**src/rtl/decoder_pkg.sv**
```systemverilog
// Shared types and widths for the 3-to-8 decoder with input buffering.
// No logic of its own; the decode helper is pure combinational.
// Not applicable: there are no handshakes in this package.
package decoder_pkg;

    localparam int CODE_W   = 3;
    localparam int ONEHOT_W = 8;

    typedef logic [CODE_W-1:0]   code_t;
    typedef logic [ONEHOT_W-1:0] onehot_t;

    function automatic onehot_t decode_onehot(input code_t code);
        return onehot_t'(8'h01) << code;
    endfunction

endpackage

```
**src/rtl/code_fifo.sv**
```systemverilog
// Circular buffer of DEPTH binary codes with read/write pointers and an occupancy count.
// Latency: a code written at edge N is visible on head_code right after edge N.
// Backpressure: none internally; the caller must gate push on not-full and pop on not-empty.
module code_fifo
    import decoder_pkg::*;
#(
    parameter int DEPTH = 4
) (
    input  logic                       clk,
    input  logic                       rst_n,
    input  logic                       push,
    input  code_t                      wr_code,
    input  logic                       pop,
    output code_t                      head_code,
    output logic [$clog2(DEPTH):0]     count
);

    localparam int PTR_W = $clog2(DEPTH);
    localparam int CNT_W = PTR_W + 1;

    code_t            mem_q [DEPTH];
    code_t            mem_d [DEPTH];
    logic [PTR_W-1:0] wr_ptr_q, wr_ptr_d;
    logic [PTR_W-1:0] rd_ptr_q, rd_ptr_d;
    logic [CNT_W-1:0] count_q, count_d;

    // DEPTH is a power of two, so pointer overflow is the modulo wrap.
    always_comb begin
        mem_d    = mem_q;
        wr_ptr_d = wr_ptr_q;
        rd_ptr_d = rd_ptr_q;
        count_d  = count_q;
        if (push) begin
            mem_d[wr_ptr_q] = wr_code;
            wr_ptr_d        = wr_ptr_q + 1'b1;
        end
        if (pop) begin
            rd_ptr_d = rd_ptr_q + 1'b1;
        end
        case ({push, pop})
            2'b10:   count_d = count_q + 1'b1;
            2'b01:   count_d = count_q - 1'b1;
            default: count_d = count_q;
        endcase
    end

    always_ff @(posedge clk or negedge rst_n) begin
        if (!rst_n) begin
            mem_q    <= '{default: '0};
            wr_ptr_q <= '0;
            rd_ptr_q <= '0;
            count_q  <= '0;
        end else begin
            mem_q    <= mem_d;
            wr_ptr_q <= wr_ptr_d;
            rd_ptr_q <= rd_ptr_d;
            count_q  <= count_d;
        end
    end

    assign head_code = mem_q[rd_ptr_q];
    assign count     = count_q;

endmodule

```
**src/rtl/decoder_3to8_fifo.sv**
```systemverilog
// Buffers 3-bit codes and presents the one-hot decode of the oldest one; optional pop accumulator (DECODER_ACCUM_EN).
// Latency: 1 cycle from accepted code to out_y when empty; FIFO order otherwise.
// Backpressure: in_ready drops when full or en=0; out_ready=0 holds the head word stable.
module decoder_3to8_fifo
    import decoder_pkg::*;
#(
    parameter int DEPTH = 4
) (
    input  logic                   clk,
    input  logic                   rst_n,
    input  logic                   en,
    input  logic                   in_valid,
    input  logic [CODE_W-1:0]      in_code,
    output logic                   in_ready,
    output logic                   out_valid,
    output logic [ONEHOT_W-1:0]    out_y,
    input  logic                   out_ready,
    output logic [$clog2(DEPTH):0] count
`ifdef DECODER_ACCUM_EN
    ,
    input  logic                   accum_clr,
    output logic [ONEHOT_W-1:0]    accum_mask
`endif
);

    localparam int CNT_W = $clog2(DEPTH) + 1;
    localparam logic [CNT_W-1:0] DEPTH_C = CNT_W'(DEPTH);

    logic             push;
    logic             pop;
    code_t            head_code;
    logic [CNT_W-1:0] fifo_count;

    // No pop-bypass: a full buffer refuses input even if the head leaves this cycle.
    assign in_ready  = en && (fifo_count < DEPTH_C);
    assign out_valid = en && (fifo_count != '0);
    assign push      = in_valid && in_ready;
    assign pop       = out_valid && out_ready;
    assign out_y     = out_valid ? decode_onehot(head_code) : '0;
    assign count     = fifo_count;

    code_fifo #(
        .DEPTH (DEPTH)
    ) u_code_fifo (
        .clk       (clk),
        .rst_n     (rst_n),
        .push      (push),
        .wr_code   (in_code),
        .pop       (pop),
        .head_code (head_code),
        .count     (fifo_count)
    );

`ifdef DECODER_ACCUM_EN
    onehot_t accum_mask_q, accum_mask_d;

    // Clear takes priority over a pop landing on the same edge.
    always_comb begin
        accum_mask_d = accum_mask_q;
        if (accum_clr) begin
            accum_mask_d = '0;
        end else if (pop) begin
            accum_mask_d = accum_mask_q | out_y;
        end
    end

    always_ff @(posedge clk or negedge rst_n) begin
        if (!rst_n) begin
            accum_mask_q <= '0;
        end else begin
            accum_mask_q <= accum_mask_d;
        end
    end

    assign accum_mask = accum_mask_q;
`endif

endmodule

```
**config.mk**
```make
export PLATFORM = sky130hd
export DESIGN_NAME = decoder_3to8_fifo
export DESIGN_NICKNAME = d
export VERILOG_FILES = /design/src/rtl/decoder_pkg.sv /design/src/rtl/code_fifo.sv /design/src/rtl/decoder_3to8_fifo.sv
export SDC_FILE = /design/constraint.sdc
export NUM_CORES = 1
export LEC_CHECK = 0
export ABC_AREA = 1
export CORE_UTILIZATION = 51
export CTS_CLUSTER_DIAMETER = 40
export DETAILED_ROUTE_END_ITERATION = 8
export PLACE_DENSITY = 0.83
export SYNTH_ARGS = -nofsm -noshare
export SYNTH_HDL_FRONTEND = slang
export SYNTH_SLANG_ARGS = --single-unit
```
**constraint.sdc**
```tcl
create_clock -name clk -period 2.23 [get_ports clk]
set_input_delay 0.3345 -clock clk [delete_from_list [all_inputs] [get_ports clk]]
set_output_delay 0.3345 -clock clk [all_outputs]
set_load 0.05 [all_outputs]
```
==> impl_metrics.toml <==
[synthesis]
synth_fp_nets = 166
ys_top_cells_by_count = "61 x nand2_1, 19 x dfrtp_1, 14 x inv_1, 14 x nor2_1, 9 x o21ai_0"
synth_cell_types = 23
syn_area_sq_um = 1160
synthesis.instances = 152
synthMostInstantiatedCell = "nand2_1"
seq_area_frac_synth = 0.411
synth_edf_count = 0
synth-main-ff-cell = "dfrtp_1"
avgSynthCellArea_sq_um = 7.61
yosysTopAreaCellShare = 0.411
synth_top_cell_by_area = "dfrtp_1"
postSynth.asyncResetShare = 1.00
ys_warn_count = 0
synth_area_leaders = "dfrtp_1 41%, nand2_1 20%, ha_1 5.4%"
synth-seq-cells = 19

[timing]
setup_ws_ns = 0.169
finalSetupViolations = 0
drv_slew = 0
max-slew-margin-rel = 0.656
min_period_over_period = 0.924
max_clock_freq_mhz = 485
finClkSkew_ns = 0.00364
fin_crit_ns = 2.06
hold_viol = 0
holdWs_ns = 0.336
worst_pin_slew_ns = 0.515
rsz0062_at_grt = "false"

[pwr]
switching_power_uw = 1120
clock_power_share = 0.082
peakVddDrop_mv = 1.05
seq_power_share = 0.307
swShare = 0.505
power_frac_comb = 0.610
leakagePower_uw = 0.000739
internal_power_uw = 1090
power_density_nw_per_um2 = 1450

[final_layout]
diodes = 0
final_layout_size_suffix_gt1_frac = 0.182
syn_to_final_growth_pct = 31.4
multi_input_area_sq_um = 606
nNetsFinal = 191
fin_area_sq_um = 1520
final-seq-area_sq_um = 475
n_fill_cell = 165

[die]
dieArea_sq_um = 2460
die_w_um = 49.6
rows = 16
dieHeight_um = 49.6
coreArea_sq_um = 2040
ios = 21
start_util = 0.566

[placement]
place_area_sq_um = 1490
place.gp.congestion = 0.835
io_buffers = 20
dpl.hpwl_um = 1970
dp_worst_setup_slack_ns = 0.0944

[clocking]
numCtsBuffers = 3
cts-root-buf = "clkbuf_4"
cts_resized = 0
tritoncts = "built"
cts_max_level = 1
clk_latency_ns = 0.31
cts_num_sinks = 19
postCtsSetupBuffers = 0
holdBufCountCts = 0
clk_transition_reported_paths_ns = 0.11
clockBufferDepth = 2

[critical_path]
critPathKind = "flop to output port"
cp-start-kind = "flop"
critical_path.max_fanout = 10
crit_required_ns = 1.90
arrival_ns = 1.73
endpoint_kind = "output port"

[drt]
wl_per_cell_um = 12.1
drt_iter0_markers = 24
vias = 1046
drt_pre_antenna_iters = 4
ant_nets = 0
drt_wl_total_um = 2450
via_per_inst = 5.15
route.detailed.drc = 0

[grt]
grt_max_degree = 20
grt.total_usage = 0.238
grt_pass1_wl_um = 4390
globalRouteOverflowTotal = 0
antenna_found_initial = 0
grt_pass1_vias = 989

[worst_hold_path]
hold_class = "input pin to asynchronous set/reset pin"

[status]
status = "finished clean"

[job]
maxCapViolCount = 0
## layout by cell type (no fill, tap or decap), drive strengths merged
| cell type | n |
|---|---|
| o21ai | 15 |
| a21oi | 2 |
| clkbuf | 4 |
| buf | 12 |
| xor2 | 1 |
| inv | 16 |
| ha | 5 |
| clkdlybuf4s50 | 10 |
| nand3b | 1 |
| xnor2 | 2 |
| fa | 1 |
| nor2 | 17 |
| nand3 | 8 |
| dfrtp | 19 |
| nand2 | 63 |
## critical path, cell delays in order, from the launching register on
cell and delay [ns]:
dfrtp_1 0.53, inv_4 0.15, nand2_1 0.08, nand2_1 0.06
nand2_1 0.06, nand2_1 0.09, nand2_1 0.08, nor2_1 0.19
buf_12 0.17
## worst paths after layout
kind                                          from              endpoint  slack (ns)  depth (start not counted)
setup / recovery           u_code_fifo.rd_ptr_q[0]              out_y[6]        0.17                          8
hold / removal                               rst_n  u_code_fifo.count[0]        0.34                          2
setup reg to reg              u_code_fifo.count[2]  u_code_fifo.count[2]        0.34                         10
hold reg to reg               u_code_fifo.mem_q[5]  u_code_fifo.mem_q[5]        0.50                          2
max in group asynchronous                    rst_n  u_code_fifo.mem_q[9]        1.69                          2
min in group clk              u_code_fifo.mem_q[5]  u_code_fifo.mem_q[5]        0.50                          2
## per-stage QoR
step                power [uW]  setup TNS [ns]  std cells  utilization
finish                    2210               0        203        0.744
global route              2380               0        203        0.744
CTS                       2210               0        203        0.744
detailed placement        2030               0        199        0.731
global placement          1970               0        199        0.731
floorplan                 1580          -0.778        152            -
## flip-flops by register name (all words and copies together), names as in the netlist
signal                flops
u_code_fifo.mem_q        12
u_code_fifo.rd_ptr_q      2
u_code_fifo.wr_ptr_q      2
u_code_fifo.count         3
## power by group through the flow
stage	clock, uW	sequential (uW)	combinational, uW
6_report	182	678	1350
3_3_place_gp	0	669	1300
3_5_place_dp	0	683	1350
5_1_grt	194	702	1480
4_1_cts	183	676	1350
2_1_floorplan	0	718	861
## cells by family after synthesis
family          synth area share
simple gates               0.325
compound gates            0.0963
fa+ha+maj                 0.0714
xor+xnor                  0.0227
flops                      0.411
buf+inv                   0.0736
## final cells by class
cell class / count / area share
Sequential cell: 19 / 0.313
Multi-Input combinational cell: 115 / 0.399
Clock buffer: 4 / 0.0173
Tap cell: 27 / 0.0222
Inverter: 16 / 0.0412
Timing Repair Buffer: 22 / 0.208
## per-layer routing
metal / global-route usage / part of all wire
met1: 0.286 / 0.43
met2: 0.417 / 0.51
met3: 0.0309 / 0.040
met4: 0.110 / 0.020
met5: 0 / 0
(Power assumes the default switching activity.)
